## config.mk

```make
export PLATFORM = sky130hd
export DESIGN_NAME = pipeline_hazard_ctrl_flat
export DESIGN_NICKNAME = d
export VERILOG_FILES = /design/src/rtl/pipeline_pkg.sv /design/src/rtl/pipeline_hazard_ctrl_if.sv /design/src/rtl/pipeline_hazard_ctrl_hazard_detect.sv /design/src/rtl/pipeline_hazard_ctrl.sv /design/src/flat_wrapper.sv
export SDC_FILE = /design/constraint.sdc
export NUM_CORES = 1
export LEC_CHECK = 0
export BUFFER_PORTS_ARGS = -buffer_cell sky130_fd_sc_hd__clkbuf_2
export CORE_UTILIZATION = 50
export DETAILED_ROUTE_END_ITERATION = 8
export PLACE_DENSITY = 0.76
export SKIP_CTS_REPAIR_TIMING = 1
export SLEW_MARGIN = 30
export SYNTH_ARGS = -nofsm -noshare
export SYNTH_HDL_FRONTEND = slang
export SYNTH_SLANG_ARGS = --single-unit
```

## constraint.sdc

```tcl
create_clock -name clk -period 4.8 [get_ports clk]
set_input_delay 0.96 -clock clk [delete_from_list [all_inputs] [get_ports clk]]
set_output_delay 0.96 -clock clk [all_outputs]
set_load 0.01 [all_outputs]
```

## src/rtl/pipeline_pkg.sv

```systemverilog
// Shared definitions for the pipeline hazard controller slice.
package pipeline_pkg;

    // Width of an architectural register index (x0..x31).
    localparam int REG_IDX_W = 5;

    // Hazard controller FSM states.
    typedef enum logic [1:0] {
        RUN      = 2'd0,
        MEM_WAIT = 2'd1,
        ERROR    = 2'd2
    } state_e;

endpackage

```

## src/rtl/pipeline_hazard_ctrl_if.sv

```systemverilog
// Bundle of pipeline-side inputs and controller outputs for the hazard controller.
interface pipeline_hazard_ctrl_if #(
    parameter int CNT_W = 32
);
    import pipeline_pkg::*;

    logic [REG_IDX_W-1:0] rs1_D;
    logic [REG_IDX_W-1:0] rs2_D;
    logic                 MemReadE;
    logic [REG_IDX_W-1:0] RdE;
    logic                 BranchM;
    logic                 ZeroM;
    logic                 MemReadM;
    logic                 MemWriteM;
    logic                 dmem_ready;

    logic                 dmem_req;
    logic                 PCWrite;
    logic                 PCSrc;
    logic                 IF_ID_Write;
    logic                 ID_EX_Write;
    logic                 EX_MEM_Write;
    logic                 IF_ID_Flush;
    logic                 ID_EX_Flush;
    logic                 EX_MEM_Flush;
    logic                 MEM_WB_Bubble;
    logic                 mem_err;
    logic [CNT_W-1:0]     stall_cnt;
    logic [CNT_W-1:0]     flush_cnt;

    // Pipeline / datapath side: presents hazard sources, consumes controls.
    modport master (
        output rs1_D, rs2_D, MemReadE, RdE, BranchM, ZeroM,
               MemReadM, MemWriteM, dmem_ready,
        input  dmem_req, PCWrite, PCSrc, IF_ID_Write, ID_EX_Write,
               EX_MEM_Write, IF_ID_Flush, ID_EX_Flush, EX_MEM_Flush,
               MEM_WB_Bubble, mem_err, stall_cnt, flush_cnt
    );

    // Controller side.
    modport slave (
        input  rs1_D, rs2_D, MemReadE, RdE, BranchM, ZeroM,
               MemReadM, MemWriteM, dmem_ready,
        output dmem_req, PCWrite, PCSrc, IF_ID_Write, ID_EX_Write,
               EX_MEM_Write, IF_ID_Flush, ID_EX_Flush, EX_MEM_Flush,
               MEM_WB_Bubble, mem_err, stall_cnt, flush_cnt
    );

endinterface

```

## src/rtl/pipeline_hazard_ctrl_hazard_detect.sv

```systemverilog
// Load-use comparator: a load in EX whose destination feeds the instruction in ID.
module hazard_detect
    import pipeline_pkg::*;
(
    input  logic [REG_IDX_W-1:0] rs1_D,
    input  logic [REG_IDX_W-1:0] rs2_D,
    input  logic [REG_IDX_W-1:0] RdE,
    input  logic                 MemReadE,
    output logic                 load_use
);

    // x0 is hard-wired zero, so a load targeting it never creates a dependency.
    assign load_use = MemReadE & (RdE != '0) & ((RdE == rs1_D) | (RdE == rs2_D));

endmodule

```

## src/rtl/pipeline_hazard_ctrl.sv

```systemverilog
// Central stall/flush controller: load-use bubbles, branch flushes, memory freeze
// with timeout-to-error, plus stall/flush performance counters.
module pipeline_hazard_ctrl
    import pipeline_pkg::*;
#(
    parameter int MEM_TIMEOUT = 16,
    parameter int CNT_W       = 32
) (
    input  logic                  clk,
    input  logic                  reset,
    pipeline_hazard_ctrl_if.slave bus
);

    localparam logic [7:0] WAIT_LAST = 8'(MEM_TIMEOUT - 1);

    state_e           state;
    logic [7:0]       wait_cnt;
    logic             mem_err;
    logic [CNT_W-1:0] stall_cnt;
    logic [CNT_W-1:0] flush_cnt;

    logic mem_acc;
    logic freeze;
    logic branch_taken;
    logic load_use;

    logic dmem_req;
    logic pc_write;
    logic pc_src;
    logic if_id_write;
    logic id_ex_write;
    logic ex_mem_write;
    logic if_id_flush;
    logic id_ex_flush;
    logic ex_mem_flush;
    logic mem_wb_bubble;

    hazard_detect u_hazard_detect (
        .rs1_D    (bus.rs1_D),
        .rs2_D    (bus.rs2_D),
        .RdE      (bus.RdE),
        .MemReadE (bus.MemReadE),
        .load_use (load_use)
    );

    assign mem_acc      = bus.MemReadM | bus.MemWriteM;
    assign freeze       = (mem_acc & ~bus.dmem_ready) | (state == ERROR);
    assign branch_taken = bus.BranchM & bus.ZeroM & ~freeze;

    // Memory-wait FSM: RUN -> MEM_WAIT on an unready access, ERROR on timeout (sticky).
    always_ff @(posedge clk) begin
        if (reset) begin
            state    <= RUN;
            wait_cnt <= '0;
            mem_err  <= 1'b0;
        end else begin
            case (state)
                RUN: begin
                    if (mem_acc & ~bus.dmem_ready) begin
                        state    <= MEM_WAIT;
                        wait_cnt <= '0;
                    end
                end
                MEM_WAIT: begin
                    if (bus.dmem_ready) begin
                        state <= RUN;
                    end else if (wait_cnt == WAIT_LAST) begin
                        state   <= ERROR;
                        mem_err <= 1'b1;
                    end else begin
                        wait_cnt <= wait_cnt + 8'd1;
                    end
                end
                ERROR:   state <= ERROR;
                default: state <= RUN;
            endcase
        end
    end

    // Priority mux: reset, then freeze, then taken branch, then load-use bubble.
    always_comb begin
        dmem_req      = mem_acc & (state != ERROR) & ~reset;
        pc_write      = 1'b1;
        pc_src        = 1'b0;
        if_id_write   = 1'b1;
        id_ex_write   = 1'b1;
        ex_mem_write  = 1'b1;
        if_id_flush   = 1'b0;
        id_ex_flush   = 1'b0;
        ex_mem_flush  = 1'b0;
        mem_wb_bubble = 1'b0;
        if (reset) begin
            // Hold the front end and drain NOPs into every stage while in reset.
            pc_write      = 1'b0;
            if_id_write   = 1'b0;
            id_ex_write   = 1'b0;
            ex_mem_write  = 1'b0;
            if_id_flush   = 1'b1;
            id_ex_flush   = 1'b1;
            ex_mem_flush  = 1'b1;
            mem_wb_bubble = 1'b1;
        end else if (freeze) begin
            // EX/MEM is held, so a branch in MEM resolves once the access completes.
            pc_write      = 1'b0;
            if_id_write   = 1'b0;
            id_ex_write   = 1'b0;
            ex_mem_write  = 1'b0;
            mem_wb_bubble = 1'b1;
        end else if (branch_taken) begin
            pc_src        = 1'b1;
            if_id_flush   = 1'b1;
            id_ex_flush   = 1'b1;
            ex_mem_flush  = 1'b1;
        end else if (load_use) begin
            pc_write      = 1'b0;
            if_id_write   = 1'b0;
            id_ex_flush   = 1'b1;
        end
    end

    // Performance counters, wrapping naturally at 2^CNT_W.
    always_ff @(posedge clk) begin
        if (reset) begin
            stall_cnt <= '0;
            flush_cnt <= '0;
        end else begin
            if (!pc_write) begin
                stall_cnt <= stall_cnt + CNT_W'(1);
            end
            if (branch_taken) begin
                flush_cnt <= flush_cnt + CNT_W'(1);
            end
        end
    end

    assign bus.dmem_req      = dmem_req;
    assign bus.PCWrite       = pc_write;
    assign bus.PCSrc         = pc_src;
    assign bus.IF_ID_Write   = if_id_write;
    assign bus.ID_EX_Write   = id_ex_write;
    assign bus.EX_MEM_Write  = ex_mem_write;
    assign bus.IF_ID_Flush   = if_id_flush;
    assign bus.ID_EX_Flush   = id_ex_flush;
    assign bus.EX_MEM_Flush  = ex_mem_flush;
    assign bus.MEM_WB_Bubble = mem_wb_bubble;
    assign bus.mem_err       = mem_err;
    assign bus.stall_cnt     = stall_cnt;
    assign bus.flush_cnt     = flush_cnt;

endmodule
```

## src/flat_wrapper.sv

```systemverilog
// flat-port wrapper written by rule: the top's interface ports become plain ports
module pipeline_hazard_ctrl_flat import pipeline_pkg::*;
#(
    parameter int MEM_TIMEOUT = 16,
    parameter int CNT_W       = 32
)
  (clk, reset, bus_rs1_D, bus_rs2_D, bus_MemReadE, bus_RdE, bus_BranchM, bus_ZeroM, bus_MemReadM, bus_MemWriteM, bus_dmem_ready, bus_dmem_req, bus_PCWrite, bus_PCSrc, bus_IF_ID_Write, bus_ID_EX_Write, bus_EX_MEM_Write, bus_IF_ID_Flush, bus_ID_EX_Flush, bus_EX_MEM_Flush, bus_MEM_WB_Bubble, bus_mem_err, bus_stall_cnt, bus_flush_cnt);
  pipeline_hazard_ctrl_if #(.CNT_W(CNT_W)) bus_i ();
  input  logic clk;
  input  logic reset;
  input wire logic [$bits(bus_i.rs1_D)-1:0] bus_rs1_D;
  input wire logic [$bits(bus_i.rs2_D)-1:0] bus_rs2_D;
  input wire logic [$bits(bus_i.MemReadE)-1:0] bus_MemReadE;
  input wire logic [$bits(bus_i.RdE)-1:0] bus_RdE;
  input wire logic [$bits(bus_i.BranchM)-1:0] bus_BranchM;
  input wire logic [$bits(bus_i.ZeroM)-1:0] bus_ZeroM;
  input wire logic [$bits(bus_i.MemReadM)-1:0] bus_MemReadM;
  input wire logic [$bits(bus_i.MemWriteM)-1:0] bus_MemWriteM;
  input wire logic [$bits(bus_i.dmem_ready)-1:0] bus_dmem_ready;
  output wire logic [$bits(bus_i.dmem_req)-1:0] bus_dmem_req;
  output wire logic [$bits(bus_i.PCWrite)-1:0] bus_PCWrite;
  output wire logic [$bits(bus_i.PCSrc)-1:0] bus_PCSrc;
  output wire logic [$bits(bus_i.IF_ID_Write)-1:0] bus_IF_ID_Write;
  output wire logic [$bits(bus_i.ID_EX_Write)-1:0] bus_ID_EX_Write;
  output wire logic [$bits(bus_i.EX_MEM_Write)-1:0] bus_EX_MEM_Write;
  output wire logic [$bits(bus_i.IF_ID_Flush)-1:0] bus_IF_ID_Flush;
  output wire logic [$bits(bus_i.ID_EX_Flush)-1:0] bus_ID_EX_Flush;
  output wire logic [$bits(bus_i.EX_MEM_Flush)-1:0] bus_EX_MEM_Flush;
  output wire logic [$bits(bus_i.MEM_WB_Bubble)-1:0] bus_MEM_WB_Bubble;
  output wire logic [$bits(bus_i.mem_err)-1:0] bus_mem_err;
  output wire logic [$bits(bus_i.stall_cnt)-1:0] bus_stall_cnt;
  output wire logic [$bits(bus_i.flush_cnt)-1:0] bus_flush_cnt;
  assign bus_i.rs1_D = bus_rs1_D;
  assign bus_i.rs2_D = bus_rs2_D;
  assign bus_i.MemReadE = bus_MemReadE;
  assign bus_i.RdE = bus_RdE;
  assign bus_i.BranchM = bus_BranchM;
  assign bus_i.ZeroM = bus_ZeroM;
  assign bus_i.MemReadM = bus_MemReadM;
  assign bus_i.MemWriteM = bus_MemWriteM;
  assign bus_i.dmem_ready = bus_dmem_ready;
  assign bus_dmem_req = bus_i.dmem_req;
  assign bus_PCWrite = bus_i.PCWrite;
  assign bus_PCSrc = bus_i.PCSrc;
  assign bus_IF_ID_Write = bus_i.IF_ID_Write;
  assign bus_ID_EX_Write = bus_i.ID_EX_Write;
  assign bus_EX_MEM_Write = bus_i.EX_MEM_Write;
  assign bus_IF_ID_Flush = bus_i.IF_ID_Flush;
  assign bus_ID_EX_Flush = bus_i.ID_EX_Flush;
  assign bus_EX_MEM_Flush = bus_i.EX_MEM_Flush;
  assign bus_MEM_WB_Bubble = bus_i.MEM_WB_Bubble;
  assign bus_mem_err = bus_i.mem_err;
  assign bus_stall_cnt = bus_i.stall_cnt;
  assign bus_flush_cnt = bus_i.flush_cnt;
  pipeline_hazard_ctrl #(.MEM_TIMEOUT(MEM_TIMEOUT), .CNT_W(CNT_W)) u_core (.clk(clk), .reset(reset), .bus(bus_i));
endmodule
```

# Word level (Yosys, flattened, before mapping)
# Index checks and enable logic that the tools add are counted.
# op_classes
n_bitwise	13
muxes	24
n_eq_ne	10
n_reduce_logical	6
n_addsub	3
# ops
op	count
$add 32x1->32 const B	2
$mux 8	3
$mux 1	16
$pmux 8 s2	1
$eq 5x5->1	2
$add 8x1->8 const B	1
$eq 8x4->1 const B	1
$and 1x1->1	7
$mux 2	3
$ne 2x2->1 const B	3
$pmux 2 s3	1
$reduce_bool 5->1	1
$reduce_and 4->1	1
$ne 3x2->1 const B	1
$not 1->1	3
$or 1x1->1	3
$reduce_and 3->1	1
$eq 2x1->1 const B	1
$eq 2x2->1 const B	1
$logic_not 2->1	1
$ne 2x1->1 const B	1
$reduce_and 2->1	1
$reduce_bool 2->1	1
# totals
register_bits	75
inputBits	23
out_inout_bits	75

# Longest topological paths before layout
# Gate-level depths: netlist of run 1.
# logic_depth
word_depth	8
mapped_depth	9
mapped_depth_nobuf	7

# By module
# A second synthesis of run 1 with hierarchy kept.
# unflattened
cells_unflattened	453
hier_area_um2	3712.3
# modules_own_cells
module	area_per_inst_um2	seq_area_each_um2	instances	cells_each
pipeline_hazard_ctrl	3587.2	1501.4	1	436
hazard_detect	125.1	0.0	1	17

# Worst setup path after synthesis of run 1
# No wires, ideal clock.
# synth_timing
path_kind	input-to-output
startpoint	input port bus_RdE[0]
endpoint	output port bus_PCWrite
n_path_buf	3
arrival_ps	2438
path_slack_ps	1402
path_stages	7
cell_sequence	or4_1 > o21ai_0 > or2_1 > o21a_4 > buf_2 > buf_2 > buf_4
# synth_via
elab_chain_cells	7
elab_cells_between_ends	10
# synth_lines
item	line	text
start, declared	flat_wrapper.sv:14	input wire logic [$bits(bus_i.RdE)-1:0] bus_RdE;
$eq 5x5->1 or $reduce_bool 5->1 (tied branches)	pipeline_hazard_ctrl_hazard_detect.sv:13	assign load_use = MemReadE & (RdE != '0) & ((RdE == rs1_D) | (RdE == rs2_D));
$or 1x1->1 or $and 1x1->1 (tied branches)	pipeline_hazard_ctrl_hazard_detect.sv:13	
$and 1x1->1 (*)	pipeline_hazard_ctrl_hazard_detect.sv:13	
$mux 1 (*) (4 in a row)	n/a	
end, declared	flat_wrapper.sv:21	output wire logic [$bits(bus_i.PCWrite)-1:0] bus_PCWrite;
# Every way passes the cells marked *; elsewhere a longest branch is shown, timed or not.

# Worst setup path after layout of run 1
# layout_timing
startpoint	input port bus_RdE[0]
endpoint	output port bus_PCWrite
# layout_via
elab_chain_cells	7
elab_cells_between_ends	10
# layout_lines
item	line	text
$eq 5x5->1 or $reduce_bool 5->1 (tied branches)	pipeline_hazard_ctrl_hazard_detect.sv:13	
$or 1x1->1 or $and 1x1->1 (tied branches)	pipeline_hazard_ctrl_hazard_detect.sv:13	
$and 1x1->1 (*)	pipeline_hazard_ctrl_hazard_detect.sv:13	
$mux 1 (*)	pipeline_hazard_ctrl.sv:114	end else if (load_use) begin
$mux 1 (*)	pipeline_hazard_ctrl.sv:109	end else if (branch_taken) begin
$mux 1 (*)	pipeline_hazard_ctrl.sv:102	end else if (freeze) begin
$mux 1 (*)	pipeline_hazard_ctrl.sv:92	if (reset) begin
# Marks and branches as above.

==> impl_metrics.env, run 1 <==
export IMPL_status="finished, final reports clean"
export IMPL_synth_compound_area_share_pct=12.4
export IMPL_grt_overflow=0
export IMPL_worstPathCellList="clkbuf_2, or4_1, o21ai_0, or2_1, o21a_4, clkbuf_2"
export IMPL_p_leak_nw=1.66
export IMPL_startpoint="bus_RdE[0]"
export IMPL_drcViolationCount=0
export IMPL_synth_top_family_by_area="simple AND/OR/NAND/NOR gates"
export IMPL_fin_crit_ns=3.70
export IMPL_coreArea_um2=6940
export IMPL_worst_path_largest_cell_delay_ns=0.51
export IMPL_die_w_um=87.6
export IMPL_endpoint_kind="primary output"
export IMPL_max_freq_ghz=0.270
export IMPL_wirelength_mm=8.57
export IMPL_dieHeight_um=87.6
export IMPL_vdd_drop_max_mv=0.192
export IMPL_path_delay_family="compound AO/OA/AOI/OAI gates"
export IMPL_setup_viol_count_final=0
export IMPL_synthSimpleGateAreaFrac_pct=29.4
export IMPL_ant_nets=0
export IMPL_clkLatencyLatePin_ns=0.34
export IMPL_criticalPathCategory="input pin to primary output"
export IMPL_hpwl_mm=5.76
export IMPL_multiInputGateArea_um2=1980
export IMPL_grt_usage_pct=23.5
export IMPL_crit_path_top_delay_cell="or4_1"
export IMPL_yosys_cell_types_count=37
export IMPL_synth_edf_count=0
export IMPL_h_tree_depth=3
export IMPL_yosys_register_bits=75
export IMPL_synth_cells=444
export IMPL_yosys_warnings=0
export IMPL_routedWlPerCell_um=13.6
export IMPL_drtPass1Iterations=4
export IMPL_drive_gt1_share_pct=22.7
export IMPL_cts_tree="yes"
export IMPL_layout_commonest_cell="clkbuf_2"
export IMPL_nets=555
export IMPL_hold_class="register to register"
export IMPL_final_cell_mix="clkbuf_2, dfxtp_1, nor2_1"
export IMPL_place_congestion=0.800
export IMPL_crit_buf_inv=2
export IMPL_fin_skew_ns=0.00762
export IMPL_synth_fa_ha_area_share_pct=1.02
export IMPL_cts_root_buf="clkbuf_8"
export IMPL_seq_area_um2=1500
export IMPL_grt_pass1_wl_mm=14.3
export IMPL_layout_worst_path_cycle_share_pct=77.2
export IMPL_clockBufferDepth=2
export IMPL_r2r_start="u_core.bus.stall_cnt[10]"
export IMPL_drt_initial_drc_count=106
export IMPL_std_cell_rows=30
export IMPL_num_vias=3490
export IMPL_required_ns=3.84
export IMPL_die_area_um2=7670
export IMPL_clk_pin_slew_worst_paths_ns=0.08
export IMPL_crit_path_start_kind="input pin"
export IMPL_async_reset_ff_share_pct=0
export IMPL_power_density_nw_per_um2=282
export IMPL_cts_sink_count=75
export IMPL_drv_slew=0
export IMPL_tns_ns=0
export IMPL_ios=98
export IMPL_synth_mux_area_share_pct=0.547
export IMPL_via_per_inst=5.55
export IMPL_worst_endpoint_arrival_ns=2.74
export IMPL_synthFlopType="dfxtp_1"
export IMPL_cap_violations=0
export IMPL_worstHoldStart="u_core.bus.mem_err"
export IMPL_netlist_area_um2=3660
export IMPL_slew_headroom_pct=43.3
export IMPL_crit_top_cell="clkbuf_2"
export IMPL_syn_num_nets=470
export IMPL_hold_viol=0
export IMPL_final_core_util_pct=62.8
export IMPL_fill_cells=652
export IMPL_path_max_fanout=62
export IMPL_yosysSeqAreaShare_pct=41.0
export IMPL_portBuffers=97
export IMPL_grt_max_degree=69
export IMPL_antenna_cells=0
export IMPL_start_util_pct=52.7
export IMPL_rsz0062_at_grt="no"
export IMPL_synth_xor_area_share_pct=10.8
export IMPL_post_synth_cell_area_avg_um2=8.25
export IMPL_cts_buffers=9
export IMPL_grt_pass1_vias=3170
export IMPL_antenna_found_initial=0
export IMPL_area_delta_synth_final_pct=19.2
export IMPL_tightest_slew_ns=0.848
## through the flow
step                      area (um2)  power (mW)  std cells  hold WS, ns  setup slack, ns
after global routing            4360        1.28        629        0.481            0.871
after detailed placement        4160       0.727        614        0.439             1.09
after CTS                       4360        1.24        629        0.452             1.09
after floorplan                 3660       0.700        444        0.470             1.40
after global placement          4160       0.725        614        0.435             1.15
final                           4360        1.23        629        0.448             1.10
## tightest hold or removal path, stage by stage (launching register included)
cell	delay, ns
dfxtp_1	0.31
inv_1	0.05
a21oi_1	0.05
## cell type report
type                       instances  share of cell area [%]
multi-input combinational        330                    45.4
clock inverter                     5                    1.81
sequential                        75                    34.4
tap                               96                    2.75
clock buffer                      10                    2.92
timing repair buffer              99                    11.5
inverter                          14                    1.20
## where the power goes
| group | internal, mW | switching [mW] | leakage [nW] |
|---|---|---|---|
| registers | 0.627 | 0.00667 | 0.605 |
| logic | 0.0294 | 0.0501 | 0.952 |
| clock network | 0.289 | 0.230 | 0.106 |
| total | 0.946 | 0.287 | 1.66 |
## per-layer routing
layer | GRT usage (%) | part of all wire, % | vias to the layer above
met3 | 4.52 | 4.7 | 11
met1 | 29.9 | 46 | 1637
met5 | 0 | 0 | -
li1 | - | - | 1742
met4 | 9.69 | 1.3 | 0
met2 | 39.2 | 48 | 100
## logic make-up after synthesis
logic type      Yosys count
xor+xnor                 45
flops                    75
simple gates            200
buf+inv                  39
compound gates           80
mux                       2
fa+ha+maj                 3
## synthesized netlist by cell type, types with 6 or more instances
library cell	count	area [um2]
clkbuf_1	14	52.6
or4_1	9	67.6
a21oi_1	35	175
nor2_1	50	188
o21ai_0	29	145
nand3_1	25	125
dfxtp_1	75	1500
o31ai_1	9	67.6
inv_1	14	52.6
or3_1	26	163
nand4_1	23	144
xnor2_1	21	184
and3_1	14	87.6
nor3_1	16	80.1
nand2_1	20	75.1
nor4_1	6	37.5
xor2_1	24	210
## worst paths after layout
| kind | cells after the start | end | slack, ns |
|---|---|---|---|
| hold reg to reg | 2 | u_core.bus.mem_err | 0.45 |
| setup reg to reg | 6 | u_core.bus.stall_cnt[29] | 2.46 |
| setup / recovery | 6 | bus_PCWrite | 1.10 |
| hold / removal | 2 | u_core.bus.mem_err | 0.45 |
## state kept, by name, indices dropped and copies added (netlist names)
register,cells
u_core.bus.stall_cnt,32
u_core.bus.flush_cnt,32
u_core.wait_cnt,8
u_core.state,2
u_core.bus.mem_err,1
Power figures use the tool's default switching activity.
==> run 2, diff against run 1 <==
--- a/config.mk
+++ b/config.mk
@@ -6,9 +6,9 @@
 export NUM_CORES = 1
 export LEC_CHECK = 0
 export BUFFER_PORTS_ARGS = -buffer_cell sky130_fd_sc_hd__clkbuf_2
-export CORE_UTILIZATION = 50
+export CORE_UTILIZATION = 47
 export DETAILED_ROUTE_END_ITERATION = 8
-export PLACE_DENSITY = 0.76
+export PLACE_DENSITY = 0.75
 export SKIP_CTS_REPAIR_TIMING = 1
 export SLEW_MARGIN = 30
 export SYNTH_ARGS = -nofsm -noshare
==> constraint.sdc (replaced) <==
create_clock -name clk -period 3.01 [get_ports clk]
set_input_delay 0.602 -clock clk [delete_from_list [all_inputs] [get_ports clk]]
set_output_delay 0.602 -clock clk [all_outputs]
set_load 0.01 [all_outputs]
==> run 2 against run 1 <==
Against the previous run: setup slack got worse by 0.73 ns; largest power group unchanged; total power rose by 59%; critical path type unchanged; register-to-register slack worse by 1.8 ns; final cell count grew 0.95%; clock power is 58% higher; sequential share of layout area shrank 0.21 points.
==> impl_metrics.env, run 2 (synthesis results as in run 1) <==
export IMPL_status="finished, final reports clean"
export IMPL_grt_pass1_wl_mm=14.4
export IMPL_portBuffers=97
export IMPL_worstPathCellList="clkbuf_2, or4_1, o21ai_0, or2_1, o21a_4, clkbuf_2"
export IMPL_required_ns=2.41
export IMPL_setup_viol_count_final=0
export IMPL_path_delay_family="simple AND/OR/NAND/NOR gates"
export IMPL_met2_usage_pct=35.0
export IMPL_cap_violations=0
export IMPL_vdd_drop_max_mv=0.270
export IMPL_clk_pin_slew_worst_paths_ns=0.07
export IMPL_met1_usage_pct=28.1
export IMPL_drcViolationCount=0
export IMPL_final_cells=635
export IMPL_hold_viol=0
export IMPL_grt_pass1_vias=3168
export IMPL_ant_nets=0
export IMPL_clockBufferDepth=2
export IMPL_fin_crit_ns=2.64
export IMPL_hpwl_mm=5.94
export IMPL_placed_area_um2=4180
export IMPL_power_density_nw_per_um2=448
export IMPL_top_usage_layer="met2"
export IMPL_routedWlPerCell_um=13.3
export IMPL_criticalPathCategory="input pin to primary output"
export IMPL_drt_initial_drc_count=87
export IMPL_antenna_cells=0
export IMPL_h_tree_depth=3
export IMPL_fill_cells=689
export IMPL_dieHeight_um=90.3
export IMPL_via_per_inst=5.51
export IMPL_clkLatencyLatePin_ns=0.34
export IMPL_crit_buf_inv=2
export IMPL_ios=98
export IMPL_cts_sink_count=75
export IMPL_die_area_um2=8150
export IMPL_path_max_fanout=17
export IMPL_grt_overflow=0
export IMPL_wirelength_mm=8.42
export IMPL_reg_top3="u_core.bus.flush_cnt (32), u_core.bus.stall_cnt (32), u_core.wait_cnt (8)"
export IMPL_slew_headroom_pct=43.4
export IMPL_final_cell_mix="clkbuf_2, dfxtp_1, nor2_1"
export IMPL_met3_usage_pct=3.62
export IMPL_drv_slew=0
export IMPL_hold_class="register to register"
export IMPL_drtPass1Iterations=6
export IMPL_start_util_pct=49.4
export IMPL_cts_tree="yes"
export IMPL_crit_top_cell="clkbuf_2"
export IMPL_max_freq_ghz=0.379
export IMPL_place_inst=620
export IMPL_tightest_slew_ns=0.847
export IMPL_worst_path_largest_cell_delay_ns=0.52
export IMPL_num_vias=3500
export IMPL_design_area_um2=4390
export IMPL_die_w_um=90.3
export IMPL_cts_root_buf="clkbuf_8"
export IMPL_rsz0062_at_grt="no"
export IMPL_endpoint_kind="primary output"
export IMPL_grt_max_degree=47
export IMPL_area_delta_synth_final_pct=19.9
export IMPL_layout_commonest_cell="clkbuf_2"
export IMPL_std_cell_rows=31
export IMPL_grt_usage_pct=21.3
export IMPL_p_leak_nw=1.68
export IMPL_place_congestion=0.789
export IMPL_coreArea_um2=7410
export IMPL_drive_gt1_share_pct=23.1
export IMPL_cts_buffers=9
export IMPL_crit_path_top_delay_cell="or4_1"
export IMPL_worst_endpoint_arrival_ns=2.04
export IMPL_tns_ns=0
export IMPL_nets=558
export IMPL_layout_worst_path_cycle_share_pct=87.8
export IMPL_antenna_found_initial=0
export IMPL_crit_path_start_kind="input pin"
export IMPL_fin_skew_ns=0.0105
[run 2: worst register-to-register path: stages, from the launching register on]
cell	delay [ns]
dfxtp_1	0.40
and3_4	0.23
nand2_2	0.08
nor4_4	0.53
nand3_2	0.31
or4_1	0.53
a21oi_1	0.15
[run 2: path summary, 6_finish.rpt]
| check | from | endpoint | slack, ns | cells after the start |
|---|---|---|---|---|
| max | bus_RdE[0] | bus_IF_ID_Write | 0.37 | 6 |
| min | u_core.bus.mem_err | u_core.bus.mem_err | 0.45 | 2 |
| max reg2reg | u_core.bus.stall_cnt[10] | u_core.bus.stall_cnt[25] | 0.71 | 6 |
| min reg2reg | u_core.bus.mem_err | u_core.bus.mem_err | 0.45 | 2 |
[run 2: area by class of cell]
cell class | instances | area (um2) | area share, %
Tap cell | 99 | 124 | 2.82
Clock buffer | 10 | 128 | 2.91
Inverter | 14 | 52.6 | 1.20
Sequential cell | 75 | 1500 | 34.2
Timing Repair Buffer | 102 | 523 | 11.9
Multi-Input combinational cell | 330 | 1980 | 45.2
Clock inverter | 5 | 78.8 | 1.80
[run 2: metrics by stage]
| stage | hold slack, ns | util, % | total power, mW | setup WS (ns) |
|---|---|---|---|---|
| 3_3_place_gp | 0.438 | 56.5 | 1.16 | 0.422 |
| 5_1_grt | 0.467 | 59.3 | 2.04 | 0.275 |
| 6_report | 0.449 | 59.3 | 1.96 | 0.368 |
| 2_1_floorplan | 0.470 | - | 1.12 | 0.328 |
| 4_1_cts | 0.453 | 59.3 | 1.98 | 0.379 |
| 3_5_place_dp | 0.444 | 56.5 | 1.16 | 0.362 |
[run 2: power breakdown]
group | internal [mW] | total (mW) | switching, mW
sequential | 1.00 | 1.01 | 0.0115
combinational | 0.0498 | 0.130 | 0.0797
clock | 0.461 | 0.824 | 0.363
[run 2: per-layer routing]
| layer | share of wire [%] | routed length (um) |
|---|---|---|
| met4 | 0.90 | 76 |
| met1 | 48 | 4060 |
| met3 | 3.6 | 304 |
| met5 | 0 | 0 |
| met2 | 47 | 3980 |
